===== src/rtl/store_buffer_if.sv =====
// Core-side store/load signals and the memory write port of the store buffer.
// slave is the buffer's view; master is the view of the core and memory.
interface store_buffer_if #(
    parameter int DEPTH = 4
);
    localparam int CNT_W = $clog2(DEPTH + 1);

    logic             storeValid;
    logic [1:0]       storeSrc;
    logic [31:0]      storeAddress;
    logic [31:0]      storeData;
    logic             storeReady;
    logic             misaligned;

    logic             loadValid;
    logic [31:0]      loadAddress;
    logic             loadHazard;

    logic             memValid;
    logic [31:0]      memAddress;
    logic [31:0]      memWriteData;
    logic [3:0]       memByteEn;
    logic             memReady;

    logic [CNT_W-1:0] count;

    modport slave (
        input  storeValid, storeSrc, storeAddress, storeData,
        input  loadValid, loadAddress, memReady,
        output storeReady, misaligned, loadHazard,
        output memValid, memAddress, memWriteData, memByteEn, count
    );

    modport master (
        output storeValid, storeSrc, storeAddress, storeData,
        output loadValid, loadAddress, memReady,
        input  storeReady, misaligned, loadHazard,
        input  memValid, memAddress, memWriteData, memByteEn, count
    );
endinterface


===== src/rtl/store_buffer.sv =====
// Posted-write buffer: lane-positions right-aligned stores, queues them in
// program order and drains them to memory; flags loads hitting a pending word.
module store_buffer #(
    parameter int DEPTH = 4
) (
    input  logic         clk,
    input  logic         reset,
    store_buffer_if.slave sb
);
    localparam int PTR_W = $clog2(DEPTH);
    localparam int CNT_W = $clog2(DEPTH + 1);
    localparam logic [CNT_W-1:0] FULL = CNT_W'(DEPTH);

    logic [29:0]      addr_q [DEPTH];
    logic [31:0]      data_q [DEPTH];
    logic [3:0]       be_q   [DEPTH];
    logic [PTR_W-1:0] wr_ptr;
    logic [PTR_W-1:0] rd_ptr;
    logic [CNT_W-1:0] cnt;

    logic             is_half;
    logic             is_word;
    logic             mis;
    logic             ready;
    logic             enq;
    logic             deq;
    logic             hazard;
    logic [DEPTH-1:0] occupied;

    function automatic logic [31:0] place_data(input logic [1:0] src,
                                               input logic [1:0] a,
                                               input logic [31:0] d);
        logic [31:0] r;
        r = d;
        case (src)
            2'b00:   r = {24'b0, d[7:0]} << {a, 3'b000};
            2'b01:   r = a[1] ? {d[15:0], 16'b0} : {16'b0, d[15:0]};
            default: r = d;
        endcase
        return r;
    endfunction

    function automatic logic [3:0] place_be(input logic [1:0] src,
                                            input logic [1:0] a);
        logic [3:0] r;
        r = 4'b1111;
        case (src)
            2'b00:   r = 4'b0001 << a;
            2'b01:   r = a[1] ? 4'b1100 : 4'b0011;
            default: r = 4'b1111;
        endcase
        return r;
    endfunction

    // Size code 2'b11 is treated as a word, so bit 1 alone selects word size.
    always_comb begin
        is_half = (sb.storeSrc == 2'b01);
        is_word = sb.storeSrc[1];
        mis     = sb.storeValid &
                  ((is_half & sb.storeAddress[0]) |
                   (is_word & (sb.storeAddress[1:0] != 2'b00)));
        ready   = (cnt < FULL);
        enq     = sb.storeValid & ready & ~mis;
        deq     = (cnt != '0) & sb.memReady;
    end

    // An entry is live when its distance from the head is below the count;
    // full/empty never rely on pointer equality.
    always_comb begin
        logic [PTR_W-1:0] offs;
        occupied = '0;
        hazard   = 1'b0;
        for (int i = 0; i < DEPTH; i++) begin
            offs        = PTR_W'(i) - rd_ptr;
            occupied[i] = (CNT_W'(offs) < cnt);
            if (occupied[i] && (addr_q[i] == sb.loadAddress[31:2]))
                hazard = 1'b1;
        end
        hazard = hazard & sb.loadValid;
    end

    always_ff @(posedge clk or posedge reset) begin
        if (reset) begin
            wr_ptr <= '0;
            rd_ptr <= '0;
            cnt    <= '0;
            for (int i = 0; i < DEPTH; i++) begin
                addr_q[i] <= '0;
                data_q[i] <= '0;
                be_q[i]   <= '0;
            end
        end else begin
            if (enq) begin
                addr_q[wr_ptr] <= sb.storeAddress[31:2];
                data_q[wr_ptr] <= place_data(sb.storeSrc, sb.storeAddress[1:0], sb.storeData);
                be_q[wr_ptr]   <= place_be(sb.storeSrc, sb.storeAddress[1:0]);
                wr_ptr         <= wr_ptr + 1'b1;
            end
            if (deq)
                rd_ptr <= rd_ptr + 1'b1;
            case ({enq, deq})
                2'b10:   cnt <= cnt + 1'b1;
                2'b01:   cnt <= cnt - 1'b1;
                default: cnt <= cnt;
            endcase
        end
    end

    assign sb.storeReady   = ready;
    assign sb.misaligned   = mis;
    assign sb.loadHazard   = hazard;
    assign sb.memValid     = (cnt != '0);
    assign sb.memAddress   = {addr_q[rd_ptr], 2'b00};
    assign sb.memWriteData = data_q[rd_ptr];
    assign sb.memByteEn    = be_q[rd_ptr];
    assign sb.count        = cnt;
endmodule


===== src/flat_wrapper.sv =====
// flat-port wrapper written by rule: the top's interface ports become plain ports
module store_buffer_flat 
#(
    parameter int DEPTH = 4
)
  (clk, reset, sb_storeValid, sb_storeSrc, sb_storeAddress, sb_storeData, sb_loadValid, sb_loadAddress, sb_memReady, sb_storeReady, sb_misaligned, sb_loadHazard, sb_memValid, sb_memAddress, sb_memWriteData, sb_memByteEn, sb_count);
  store_buffer_if #(.DEPTH(DEPTH)) sb_i ();
  input  logic clk;
  input  logic reset;
  input wire logic [$bits(sb_i.storeValid)-1:0] sb_storeValid;
  input wire logic [$bits(sb_i.storeSrc)-1:0] sb_storeSrc;
  input wire logic [$bits(sb_i.storeAddress)-1:0] sb_storeAddress;
  input wire logic [$bits(sb_i.storeData)-1:0] sb_storeData;
  input wire logic [$bits(sb_i.loadValid)-1:0] sb_loadValid;
  input wire logic [$bits(sb_i.loadAddress)-1:0] sb_loadAddress;
  input wire logic [$bits(sb_i.memReady)-1:0] sb_memReady;
  output wire logic [$bits(sb_i.storeReady)-1:0] sb_storeReady;
  output wire logic [$bits(sb_i.misaligned)-1:0] sb_misaligned;
  output wire logic [$bits(sb_i.loadHazard)-1:0] sb_loadHazard;
  output wire logic [$bits(sb_i.memValid)-1:0] sb_memValid;
  output wire logic [$bits(sb_i.memAddress)-1:0] sb_memAddress;
  output wire logic [$bits(sb_i.memWriteData)-1:0] sb_memWriteData;
  output wire logic [$bits(sb_i.memByteEn)-1:0] sb_memByteEn;
  output wire logic [$bits(sb_i.count)-1:0] sb_count;
  assign sb_i.storeValid = sb_storeValid;
  assign sb_i.storeSrc = sb_storeSrc;
  assign sb_i.storeAddress = sb_storeAddress;
  assign sb_i.storeData = sb_storeData;
  assign sb_i.loadValid = sb_loadValid;
  assign sb_i.loadAddress = sb_loadAddress;
  assign sb_i.memReady = sb_memReady;
  assign sb_storeReady = sb_i.storeReady;
  assign sb_misaligned = sb_i.misaligned;
  assign sb_loadHazard = sb_i.loadHazard;
  assign sb_memValid = sb_i.memValid;
  assign sb_memAddress = sb_i.memAddress;
  assign sb_memWriteData = sb_i.memWriteData;
  assign sb_memByteEn = sb_i.memByteEn;
  assign sb_count = sb_i.count;
  store_buffer #(.DEPTH(DEPTH)) u_core (.clk(clk), .reset(reset), .sb(sb_i));
endmodule

===== config.mk =====
export PLATFORM = sky130hd
export DESIGN_NAME = store_buffer_flat
export DESIGN_NICKNAME = d
export VERILOG_FILES = /design/src/rtl/store_buffer_if.sv /design/src/rtl/store_buffer.sv /design/src/flat_wrapper.sv
export SDC_FILE = /design/constraint.sdc
export NUM_CORES = 1
export LEC_CHECK = 0
export CAP_MARGIN = 40
export CORE_MARGIN = 2
export CORE_UTILIZATION = 38
export CTS_CLUSTER_DIAMETER = 200
export CTS_CLUSTER_SIZE = 8
export DETAILED_ROUTE_END_ITERATION = 8
export PLACE_DENSITY = 0.56
export SETUP_SLACK_MARGIN = 0.2
export SYNTH_ARGS = -nofsm -noshare
export SYNTH_HDL_FRONTEND = slang
export SYNTH_SLANG_ARGS = --single-unit

===== constraint.sdc =====
create_clock -name clk -period 10.9 [get_ports clk]
set_input_delay 2.18 -clock clk [delete_from_list [all_inputs] [get_ports clk]]
set_output_delay 2.18 -clock clk [all_outputs]
set_load 0.03 [all_outputs]

### Yosys cells after proc, flatten, opt, wreduce, memory -nomap -nowiden

Index checks and enable logic that the tools add are counted.

* input bits: 103
* flip-flop bits (word level): 271
* logic and storage cells: 89
* output and inout port bits: 75

* reduce and logical (&&, ||, !) cells: 9
* $add $sub $neg: 8
* bitwise operators: 11
* mux-type cells: 29
* equal/unequal tests: 7
* shift operators: 2
* $lt $le $gt $ge: 8

Operators with widths (count)
* 2-to-1 mux 32 bit: 5
* bitwise mux 128 bit: 1
* bitwise mux 120 bit: 1
* == test 30 bit: 4
* 2-to-1 mux 30 bit: 3
* binary-select mux 32 bit (select 2 bit): 1
* demux 32 bit (select 2 bit): 1
* case mux 32 bit (2 select lines): 1
* binary-select mux 30 bit (select 2 bit): 1
* demux 30 bit (select 2 bit): 1
* << shifter 8 x 5 -> 32 bit: 1
* 2-to-1 mux 4 bit: 5
* bitwise mux 16 bit: 1
* < comparator 2 x 3 -> 1 bit: 4
* binary-select mux 4 bit (select 2 bit): 1
* demux 4 bit (select 2 bit): 1
* case mux 4 bit (2 select lines): 1
* bitwise AND 1 bit: 7
* >= comparator 3 bit (second input constant): 2
* NOT 2 -> 3 bit: 2
* case mux 3 bit (2 select lines): 1
* logical AND 1 bit: 5
* adder 2 x 1 -> 2 bit (second input constant): 2
* == test 2 x 1 -> 1 bit (second input constant): 2
* 14 further kinds: 20

### Logic depth before layout (Yosys ltp)

* depth after elaboration: 8
* mapped depth: 11
* depth with buffers taken out: 9

### Worst setup path before layout

No wires, ideal clock.

* kind: in2out
* start: input sb_loadAddress[12]
* end: output sb_loadHazard
* stages: 5
* data arrival time: 3.305 ns
* data required time: 8.720 ns
* path buffers: 0
* setup slack: 5.415 ns
* cells stage by stage: xor2_1 nor4_1 nand4_1 a2111oi_0 or4_1

* cells in the longest elaborated chain, start to end: 7
* elaborated cells on any way between the ends: 13
* those cells by class: 4 x eq/ne; 4 x mux; 1 x bitwise; 4 x reduce/logical

Ends and longest elaborated chain
* start: declaration: RTL line flat_wrapper.sv:15 `input wire logic [$bits(sb_i.loadAddress)-1:0] sb_loadAddress;`
* == test 30 bit: RTL line store_buffer.sv:76 `if (occupied[i] && (addr_q[i] == sb.loadAddress[31:2]))`
* logical AND 1 bit: RTL line store_buffer.sv:76
* 2-to-1 mux 1 bit (3 in a row): RTL line store_buffer.sv:76
* 2-to-1 mux 1 bit *: RTL line store_buffer.sv:76
* bitwise AND 1 bit *: RTL line store_buffer.sv:79 `hazard = hazard & sb.loadValid;`
* end: declaration: RTL line flat_wrapper.sv:19 `output wire logic [$bits(sb_i.loadHazard)-1:0] sb_loadHazard;`

Every way passes the cells marked *; elsewhere a longest branch is shown, timed or not.

### Final worst setup path

* start: input sb_loadAddress[5]
* end: output sb_loadHazard

Same word-level chain as after synthesis.

==> results_dict.tcl <==
set metrics [dict create \
    cts_hold_buffers 0 \
    synth_cell_types 39 \
    synth_area_per_cell_um2 12.6 \
    cts_tree "built" \
    worstHoldStart "u_core.data_q[42]" \
    rsz0062_at_grt "false" \
    grt_usage_pct 20.7 \
    setup_ws_ns 3.66 \
    arrival_ns 5.06 \
    slew_violations 0 \
    wl_per_cell_um 22.3 \
    setup_viol 0 \
    grt_overflow 0 \
    postCtsSetupRepairBufs 0 \
    insertion_delay_ns 0.55 \
    port_buffers 173 \
    skew_ns 0.0138 \
    root_buffer "clkbuf_16" \
    die_h_um 195 \
    crit_type "input pin to output pin" \
    tns_ns 0 \
    synth_area_mm2 0.0138 \
    grt_pass1_vias 9568 \
    dieArea_mm2 0.0380 \
    first_pass_iters 5 \
    status "completed" \
    dp.cells 1677 \
    cts_resized 0 \
    die_x_um 195 \
    critical_path.max_fanout 4 \
    worstReg2RegStart "u_core.sb.count[2]" \
    cts_num_sinks 271 \
    p_leak_nw 7.73 \
    start_util_pct 38.7 \
    crit_path_max_incr_delay_ns 0.68 \
    wl_mm 38.3 \
    post-route-util_pct 47.5 \
    antenna_found_initial 1 \
    path_cells "clkdlybuf4s50_1, xor2_1, nor4_1, nand4_1, a2111oi_0, or4_1, clkdlybuf4s50_1" \
    rr_worst_depth 5 \
    period_needed_ns 7.24 \
    rows 69 \
    timing.final.crit_share_pct 66.4 \
    drc_errors 0 \
    holdWs_ns 0.472 \
    ys_ff_latch 271 \
    worst_slew_pin_slew_ns 0.870 \
    reg2reg_to "u_core.addr_q[98]" \
    hold_class "flip-flop to flip-flop" \
    instances_no_fill 1722 \
    worstPathRequired_ns 8.72 \
    dp_hpwl_mm 25.9 \
    clkTransAtPathRegs_ns 0.05 \
    ant_nets 0 \
    areaGrowthSynthToFinish_pct 22.5 \
    powerDensity_mw_per_mm2 326 \
    nNetsFinal 1370 \
    seq_area_frac_synth_pct 49.0 \
    max_slew_margin_pct 42.0 \
    synth_edf_count 0 \
    final_cell_mix "dfrtp_1, clkdlybuf4s50_1, nand2_1" \
    synth_warnings 0 \
    synthArstFlopShare_pct 100 \
    ios 178 \
    cap_violations 0 \
    drtIter0Drc 499 \
    gp_congestion 0.902 \
    cpMostUsedCell "clkdlybuf4s50_1" \
    numCtsBuffers 39 \
    cts_buffer_depth 3 \
    grt_start_max_net_pins 147 \
    final_common_cell "dfrtp_1" \
    holdPathStages 2 \
    hold_path_end "u_core.data_q[42]" \
    post-place-ws_ns 3.65 \
    ys.flop_type "dfrtp_1" \
    reg2reg_slack_ns 7.69 \
    via_count 9109 \
    drive_gt1_share_pct 19.8 \
    max_freq_ghz 0.138 \
    slowest_stage "clkdlybuf4s50_1" \
    final_hold_viol_count 0 \
    htree_levels 2 \
    core_area_mm2 0.0357 \
    start_kind "input pin" \
    peakVddDrop_uv 160 \
    vias_per_cell 5.29 \
    syn_inst 1101 \
    grt_pass1_wl_mm 59.5 \
    endpoint_kind "output pin" \
]
cell families after synthesis:
logic type | synth area share (%)
xor+xnor | 8.04
fa+ha+maj | 0.958
flops | 49.0
buf+inv | 3.54
simple gates | 7.37
mux | 23.6
other cells | 0.0271
compound gates | 7.47
cell usage after synthesis, types with 12 or more instances:
cell type | instances | share of area (%)
nand2_1 | 172 | 4.7
buf_2 | 25 | 0.90
buf_6 | 18 | 1.5
xnor2_1 | 12 | 0.76
mux4_2 | 66 | 11
clkbuf_1 | 18 | 0.49
xor2_1 | 115 | 7.3
mux2_4 | 112 | 12
dfrtp_1 | 271 | 49
a22oi_1 | 24 | 1.3
o21ai_0 | 151 | 5.5
nor4_1 | 24 | 1.1
metrics by stage:
stage	instance area (um^2)	power [W]
detailed placement	15900	0.00447
finish	17000	0.00553
global placement	15800	0.00442
floorplan	13800	0.00354
global route	17000	0.00585
CTS	17000	0.00560
sequential cells by signal, summed over array words and instances, names as in the netlist:
signal           cells
u_core.rd_ptr        2
u_core.data_q      128
u_core.addr_q      120
u_core.wr_ptr        2
u_core.sb.count      3
u_core.be_q         16
cell type report:
cell class | instances | area [um^2]
clock buffer | 43 | 1030
inverter | 11 | 48.8
sequential | 271 | 6790
tap | 461 | 577
multi-input combinational | 749 | 6580
antenna | 1 | 2.50
timing repair buffer | 185 | 1910
clock inverter | 1 | 20.0
fill | 3261 | 18800
worst max-delay path, delay by kind of cell:
kind	cells	cell delay, ns
AOI/OAI and AO/OA	1	0.40
xor gates and xnor gates	1	0.16
buffers and inverters	2	1.33
and+or+nand+nor	3	0.97
where the power goes:
| group | total [W] | leakage, nW | switching (W) | internal, W |
|---|---|---|---|---|
| logic | 0.00254 | 3.77 | 0.00126 | 0.00129 |
| clock network | 0.00109 | 0.517 | 0.000433 | 0.000661 |
| registers | 0.00189 | 3.44 | 0.000410 | 0.00148 |
layer usage:
metal | GRT usage (%) | routed length (um)
met1 | 28.0 | 17000
met3 | 4.93 | 2440
met4 | 5.74 | 666
met5 | 0 | 9
met2 | 33.6 | 18300
how the worst max path moves through the flow:
stage	from	endpoint	slack, ns	depth (start not counted)
after floorplan	reset	u_core.addr_q[0]	1.25	1
after global placement	sb_loadAddress[20]	sb_loadHazard	3.66	7
after detailed placement	sb_loadAddress[20]	sb_loadHazard	3.65	7
after CTS	sb_loadAddress[20]	sb_loadHazard	3.64	7
after global routing	sb_loadAddress[20]	sb_loadHazard	3.52	7
final	sb_loadAddress[5]	sb_loadHazard	3.66	7
Note: power is estimated with default switching activity, not from simulation.
